$ cat config.mk
export PLATFORM = sky130hd
export DESIGN_NAME = pc_unit_ras
export DESIGN_NICKNAME = d
export VERILOG_FILES = /design/src/rtl/pc_pkg.sv /design/src/rtl/ras_lifo.sv /design/src/rtl/pc_unit_ras.sv
export SDC_FILE = /design/constraint.sdc
export NUM_CORES = 1
export LEC_CHECK = 0
export BUFFER_PORTS_ARGS = -buffer_cell sky130_fd_sc_hd__buf_2
export CORE_ASPECT_RATIO = 2
export CORE_MARGIN = 1.5
export CORE_UTILIZATION = 35
export CTS_CLUSTER_DIAMETER = 120
export DETAILED_ROUTE_END_ITERATION = 8
export PLACE_DENSITY = 0.64
export SYNTH_ARGS = -nofsm -noshare
export SYNTH_HDL_FRONTEND = slang
export SYNTH_SLANG_ARGS = --single-unit
$ cat constraint.sdc
create_clock -name clock -period 5.9 [get_ports clock]
set_input_delay 0.59 -clock clock [delete_from_list [all_inputs] [get_ports clock]]
set_output_delay 0.59 -clock clock [all_outputs]
set_load 0.03 [all_outputs]
$ cat src/rtl/pc_pkg.sv
// Shared definitions for the program-counter unit: branch mode encodings.
package pc_pkg;
  typedef enum logic [1:0] {
    BR_REL  = 2'b00,
    BR_ABS  = 2'b01,
    BR_CALL = 2'b10,
    BR_RET  = 2'b11
  } br_mode_e;
endpackage

$ cat src/rtl/ras_lifo.sv
// Circular return-address stack; a push when full overwrites the oldest entry.
module ras_lifo #(
  parameter int DEPTH = 4,
  parameter int W     = 32
) (
  input  logic                       clock,
  input  logic                       reset,
  input  logic                       push,
  input  logic                       pop,
  input  logic [W-1:0]               push_data,
  output logic [W-1:0]               top,
  output logic [$clog2(DEPTH+1)-1:0] count,
  output logic                       full,
  output logic                       empty
);
  localparam int PW = $clog2(DEPTH);
  localparam int CW = $clog2(DEPTH+1);

  logic [DEPTH-1:0][W-1:0] mem;
  logic [PW-1:0]           wr_ptr, top_ptr, nxt_ptr;

  // wr_ptr is the next free slot; top sits one below, modulo DEPTH
  assign top_ptr = (wr_ptr == '0) ? PW'(DEPTH-1) : wr_ptr - PW'(1);
  assign nxt_ptr = (wr_ptr == PW'(DEPTH-1)) ? '0 : wr_ptr + PW'(1);

  assign full  = (count == CW'(DEPTH));
  assign empty = (count == '0);
  assign top   = empty ? '0 : mem[top_ptr];

  always_ff @(negedge clock) begin
    if (reset) begin
      wr_ptr <= '0;
      count  <= '0;
    end else if (push) begin
      mem[wr_ptr] <= push_data;
      wr_ptr      <= nxt_ptr;
      if (!full) count <= count + CW'(1);
    end else if (pop && !empty) begin
      wr_ptr <= top_ptr;
      count  <= count - CW'(1);
    end
  end
endmodule

$ cat src/rtl/pc_unit_ras.sv
// Program counter with relative/absolute/call/return branching backed by a RAS.
module pc_unit_ras
  import pc_pkg::*;
#(
  parameter int                ADDR_W     = 32,
  parameter int                RAS_DEPTH  = 4,
  parameter logic [ADDR_W-1:0] RESET_ADDR = '0
) (
  input  logic                           clock,
  input  logic                           reset,
  input  logic                           stall,
  input  logic                           write_condition,
  input  logic                           should_branch,
  input  logic [1:0]                     branch_mode,
  input  logic [ADDR_W-1:0]              branch_value,
  input  logic [ADDR_W-1:0]              link_value,
  output logic [ADDR_W-1:0]              instruction_address,
  output logic [ADDR_W-1:0]              link_address,
  output logic [$clog2(RAS_DEPTH+1)-1:0] ras_count,
  output logic                           ras_overflow,
  output logic                           ras_underflow
);
  logic              taken, push, pop, ovf_set, unf_set, ovf_q, unf_q;
  logic              ras_full, ras_empty;
  logic [ADDR_W-1:0] seq, pc_next;

  assign taken = should_branch & write_condition & ~stall;
  assign seq   = instruction_address + ADDR_W'(1);

  always_comb begin
    pc_next = seq;
    push    = 1'b0;
    pop     = 1'b0;
    ovf_set = 1'b0;
    unf_set = 1'b0;
    if (taken) begin
      case (br_mode_e'(branch_mode))
        BR_REL:  pc_next = seq + branch_value;
        BR_ABS:  pc_next = link_value;
        BR_CALL: begin
          pc_next = seq + branch_value;
          push    = 1'b1;
          ovf_set = ras_full;
        end
        BR_RET: begin
          if (!ras_empty) begin
            pc_next = link_address;
            pop     = 1'b1;
          end else begin
            pc_next = link_value;
            unf_set = 1'b1;
          end
        end
      endcase
    end
  end

  always_ff @(negedge clock) begin
    if (reset) begin
      instruction_address <= RESET_ADDR;
      ovf_q               <= 1'b0;
      unf_q               <= 1'b0;
    end else begin
      if (!stall) instruction_address <= pc_next;
      ovf_q <= ovf_set;
      unf_q <= unf_set;
    end
  end

  // Flags are forced low for the whole stalled cycle, not just from the next edge
  assign ras_overflow  = ovf_q & ~stall;
  assign ras_underflow = unf_q & ~stall;

  ras_lifo #(.DEPTH(RAS_DEPTH), .W(ADDR_W)) u_ras (
    .clock     (clock),
    .reset     (reset),
    .push      (push & ~reset),
    .pop       (pop & ~reset),
    .push_data (seq),
    .top       (link_address),
    .count     (ras_count),
    .full      (ras_full),
    .empty     (ras_empty)
  );
endmodule
==> impl_metrics.json <==
{
  "reg2regPathDepth": 15,
  "synth_fp_nets": 1065,
  "core_mm2": 0.0277,
  "grt_max_degree": 34,
  "slowest_delay_ns": 0.57,
  "ys.flop_type": "edfxtp_1",
  "ctsLongestPathBuffers": 2,
  "cts_buffers": 17,
  "wirelength_mm": 34.4,
  "endpoint_kind": "output port",
  "yosysUniqueCellTypes": 64,
  "worstPathRequired_ns": 5.31,
  "avgSynthCellArea_um2": 10.4,
  "critical_path_class": "register to output port",
  "drt-initial-drc-count": 656,
  "hold_violations": 0,
  "maxSlewHeadroom_pct": 43.2,
  "synth_top_family_by_area": "simple AND/OR/NAND/NOR gates",
  "drtPass1Iterations": 5,
  "area_growth_pct": 33.6,
  "grt_pass1_wl_mm": 51.2,
  "htreeDepth": 4,
  "setup_viol": 1,
  "gp_congestion": 0.968,
  "cp-start-kind": "register",
  "numPortBuffers": 139,
  "dp_hpwl_mm": 24.3,
  "synth_warnings": 0,
  "viasPerCell": 5.43,
  "setup_ws_ns": -0.0112,
  "synthMuxAreaShare_pct": 7.95,
  "grt_pass1_vias": 9531,
  "antenna_left": 0,
  "wl_per_cell_um": 20.5,
  "vdd_drop_max_mv": 0.228,
  "holdCritPathClass": "register to register",
  "arrival_ns": 5.32,
  "cts_tree": "yes",
  "cp_num_buf_inv": 4,
  "async_reset_ff_share_pct": 0,
  "fin_nets": 1428,
  "root_buffer": "clkbuf_16",
  "outcome": "finished, violations left",
  "syn_area_mm2": 0.00986,
  "cap_violations": 0,
  "violations": "setup timing",
  "vias": 9098,
  "ctsHoldBuffers": 0,
  "clock_latency_ns": 0.49,
  "final-seq-area_mm2": 0.00463,
  "clock_sinks": 167,
  "syn-instance-count": 949,
  "crit_chain": "inv_4, ha_4, nor2b_4, buf_6, buf_12, mux4_2, nor2b_4, buf_6",
  "clk_pin_slew_ns": 0.03,
  "synth_seq_cells": 167,
  "synth-simple-area-share_pct": 16.7,
  "antenna_found_initial": 0,
  "die_h_um": 240,
  "tightest_slew_ns": 0.845,
  "die_w_um": 122,
  "p_per_area_mw_per_mm2": 255,
  "whs_path_depth": 2,
  "path_delay_family": "multiplexers",
  "seq_area_frac_synth_pct": 46.9,
  "synthAdderAreaFrac_pct": 5.87,
  "multi_input_area_mm2": 0.00513,
  "cellLeakagePower_nw": 5.76,
  "grt_use_total_pct": 23.9,
  "slew_viol_final": 0,
  "dieArea_mm2": 0.0292,
  "post-place-ws_ns": -0.541,
  "cpMaxStageDelayCell": "mux4_2",
  "synth-xor-area-share_pct": 5.52,
  "grt_setup_unrepaired": "true",
  "cp_num_cells": 8,
  "synth-compound-area-share_pct": 14.1,
  "fillers": 2574,
  "start_util_pct": 35.6,
  "final_layout_size_suffix_gt1_share_pct": 25.6,
  "skew_ns": 0.0253,
  "synth_edf_count": 128,
  "antenna_cells": 0,
  "ios": 140,
  "drc": 0,
  "core.rowCount": 86,
  "cp_max_fo": 6,
  "power_mw": 3.36,
  "grt-ovfl-total": 0
}
-- layout by cell type (no fill, tap or decap), types with 32 or more instances in the layout --
cell type and instances:
inv_1 184, nand2_1 128, edfxtp_1 128, buf_2 107, buf_4 97, a21oi_1 78, nor2_1 59, o21ai_0 50
ha_1 42, xnor2_1 40, dfxtp_1 37, nand3_1 32, mux4_2 32
-- tightest hold or removal path, delay by kind of cell, from the launching register on --
kind | cells | cell delay, ns
flops | 1 | 0.38
simple gates | 1 | 0.09
compound gates | 1 | 0.05
-- worst paths after layout --
path	from	endpoint	slack, ns
max	u_ras.wr_ptr[1]$_SDFFE_NP0P_	link_address[19]	-0.01
min	instruction_address[8]$_SDFFE_NP0N_	instruction_address[8]$_SDFFE_NP0N_	0.57
max reg2reg	instruction_address[2]$_SDFFE_NP0N_	instruction_address[28]$_SDFFE_NP0N_	1.12
min reg2reg	instruction_address[8]$_SDFFE_NP0N_	instruction_address[8]$_SDFFE_NP0N_	0.57
-- per-stage QoR --
stage	hold WS (ns)	setup TNS, ns	instances	instance area (um2)	util (%)
4_1_cts	0.525	-0.0639	1656	12800	46.3
3_5_place_dp	0.534	-1.80	1454	11300	41.0
2_1_floorplan	0.492	0	949	9860	-
6_report	0.574	-0.0112	1674	13200	47.6
5_1_grt	0.591	-1.20	1674	13200	47.6
3_3_place_gp	0.518	-1.83	1454	11300	41.0
-- cell usage after synthesis (2+ instances only) --
master | instances | area [um2]
a311oi_1 | 7 | 61.3
xnor2_1 | 40 | 350
inv_1 | 20 | 75.1
and4_1 | 2 | 17.5
a21o_1 | 11 | 82.6
nand4_2 | 2 | 25.0
o211ai_1 | 16 | 120
clkbuf_1 | 44 | 165
o21bai_1 | 3 | 22.5
buf_1 | 5 | 18.8
o21a_1 | 6 | 45.0
mux2i_1 | 4 | 40.0
nand2_1 | 128 | 480
o221ai_1 | 7 | 61.3
nor2_1 | 59 | 221
a211oi_1 | 9 | 67.6
mux4_2 | 32 | 721
nor4_1 | 3 | 18.8
nand2b_1 | 4 | 25.0
and2_2 | 2 | 15.0
or3_1 | 3 | 18.8
nor2b_1 | 40 | 250
a31oi_1 | 12 | 75.1
a21boi_0 | 3 | 22.5
nand3_1 | 32 | 160
and2_1 | 6 | 37.5
o22ai_1 | 4 | 25.0
xor2_1 | 19 | 166
fa_1 | 2 | 40.0
o21ai_0 | 51 | 255
nand4_1 | 12 | 75.1
ha_1 | 43 | 538
a21oi_1 | 78 | 390
edfxtp_1 | 128 | 3840
o2111ai_1 | 2 | 17.5
mux2_2 | 2 | 22.5
dfxtp_1 | 39 | 781
buf_2 | 6 | 30.0
nor3_1 | 19 | 95.1
o31ai_1 | 2 | 15.0
and3_1 | 12 | 75.1
nor3b_1 | 3 | 22.5
a221oi_1 | 6 | 52.6
-- logic make-up after synthesis --
kind of cell,Yosys count
AO/OA/AOI/OAI,226
XOR/XNOR,60
adder cells (fa/ha/maj),45
buffers and inverters,75
flip-flops,167
multiplexers,38
AND/OR/NAND/NOR,338
-- where the power goes --
part / switching (mW) / internal, mW
sequential: 0.0271 / 1.29
clock: 0.795 / 0.775
combinational: 0.287 / 0.184
total: 1.11 / 2.25
-- layer usage --
metal  vias to the layer above  wire length (um)  GRT usage (%)
li1                       4253                 -              -
met1                      4389             11900           23.2
met2                       357             18600           42.8
met3                        99              1770           5.81
met4                         0              2130           18.4
met5                         -                 0              0
-- layout make-up --
class,count,area share [%]
Multi-Input combinational cell,707,39.0
Clock buffer,17,3.23
Inverter,19,0.561
Tap cell,352,3.34
Timing Repair Buffer,233,12.9
Sequential cell,167,35.2
Clock inverter,179,5.87
-- state kept, by name (all words and copies together), names as in the netlist --
register	count
u_ras.count	3
ovf_q	1
u_ras.mem	128
unf_q	1
u_ras.wr_ptr	2
instruction_address	32
-- what timing repair did --
action | CTS | global route
resized for setup | 46 | 68
setup buffers | 4 | 17
cloned | 3 | 1
pin swaps | 1 | 2
endpoints found under the setup margin | 33 | 33
Note: power is estimated with default switching activity, not from simulation.
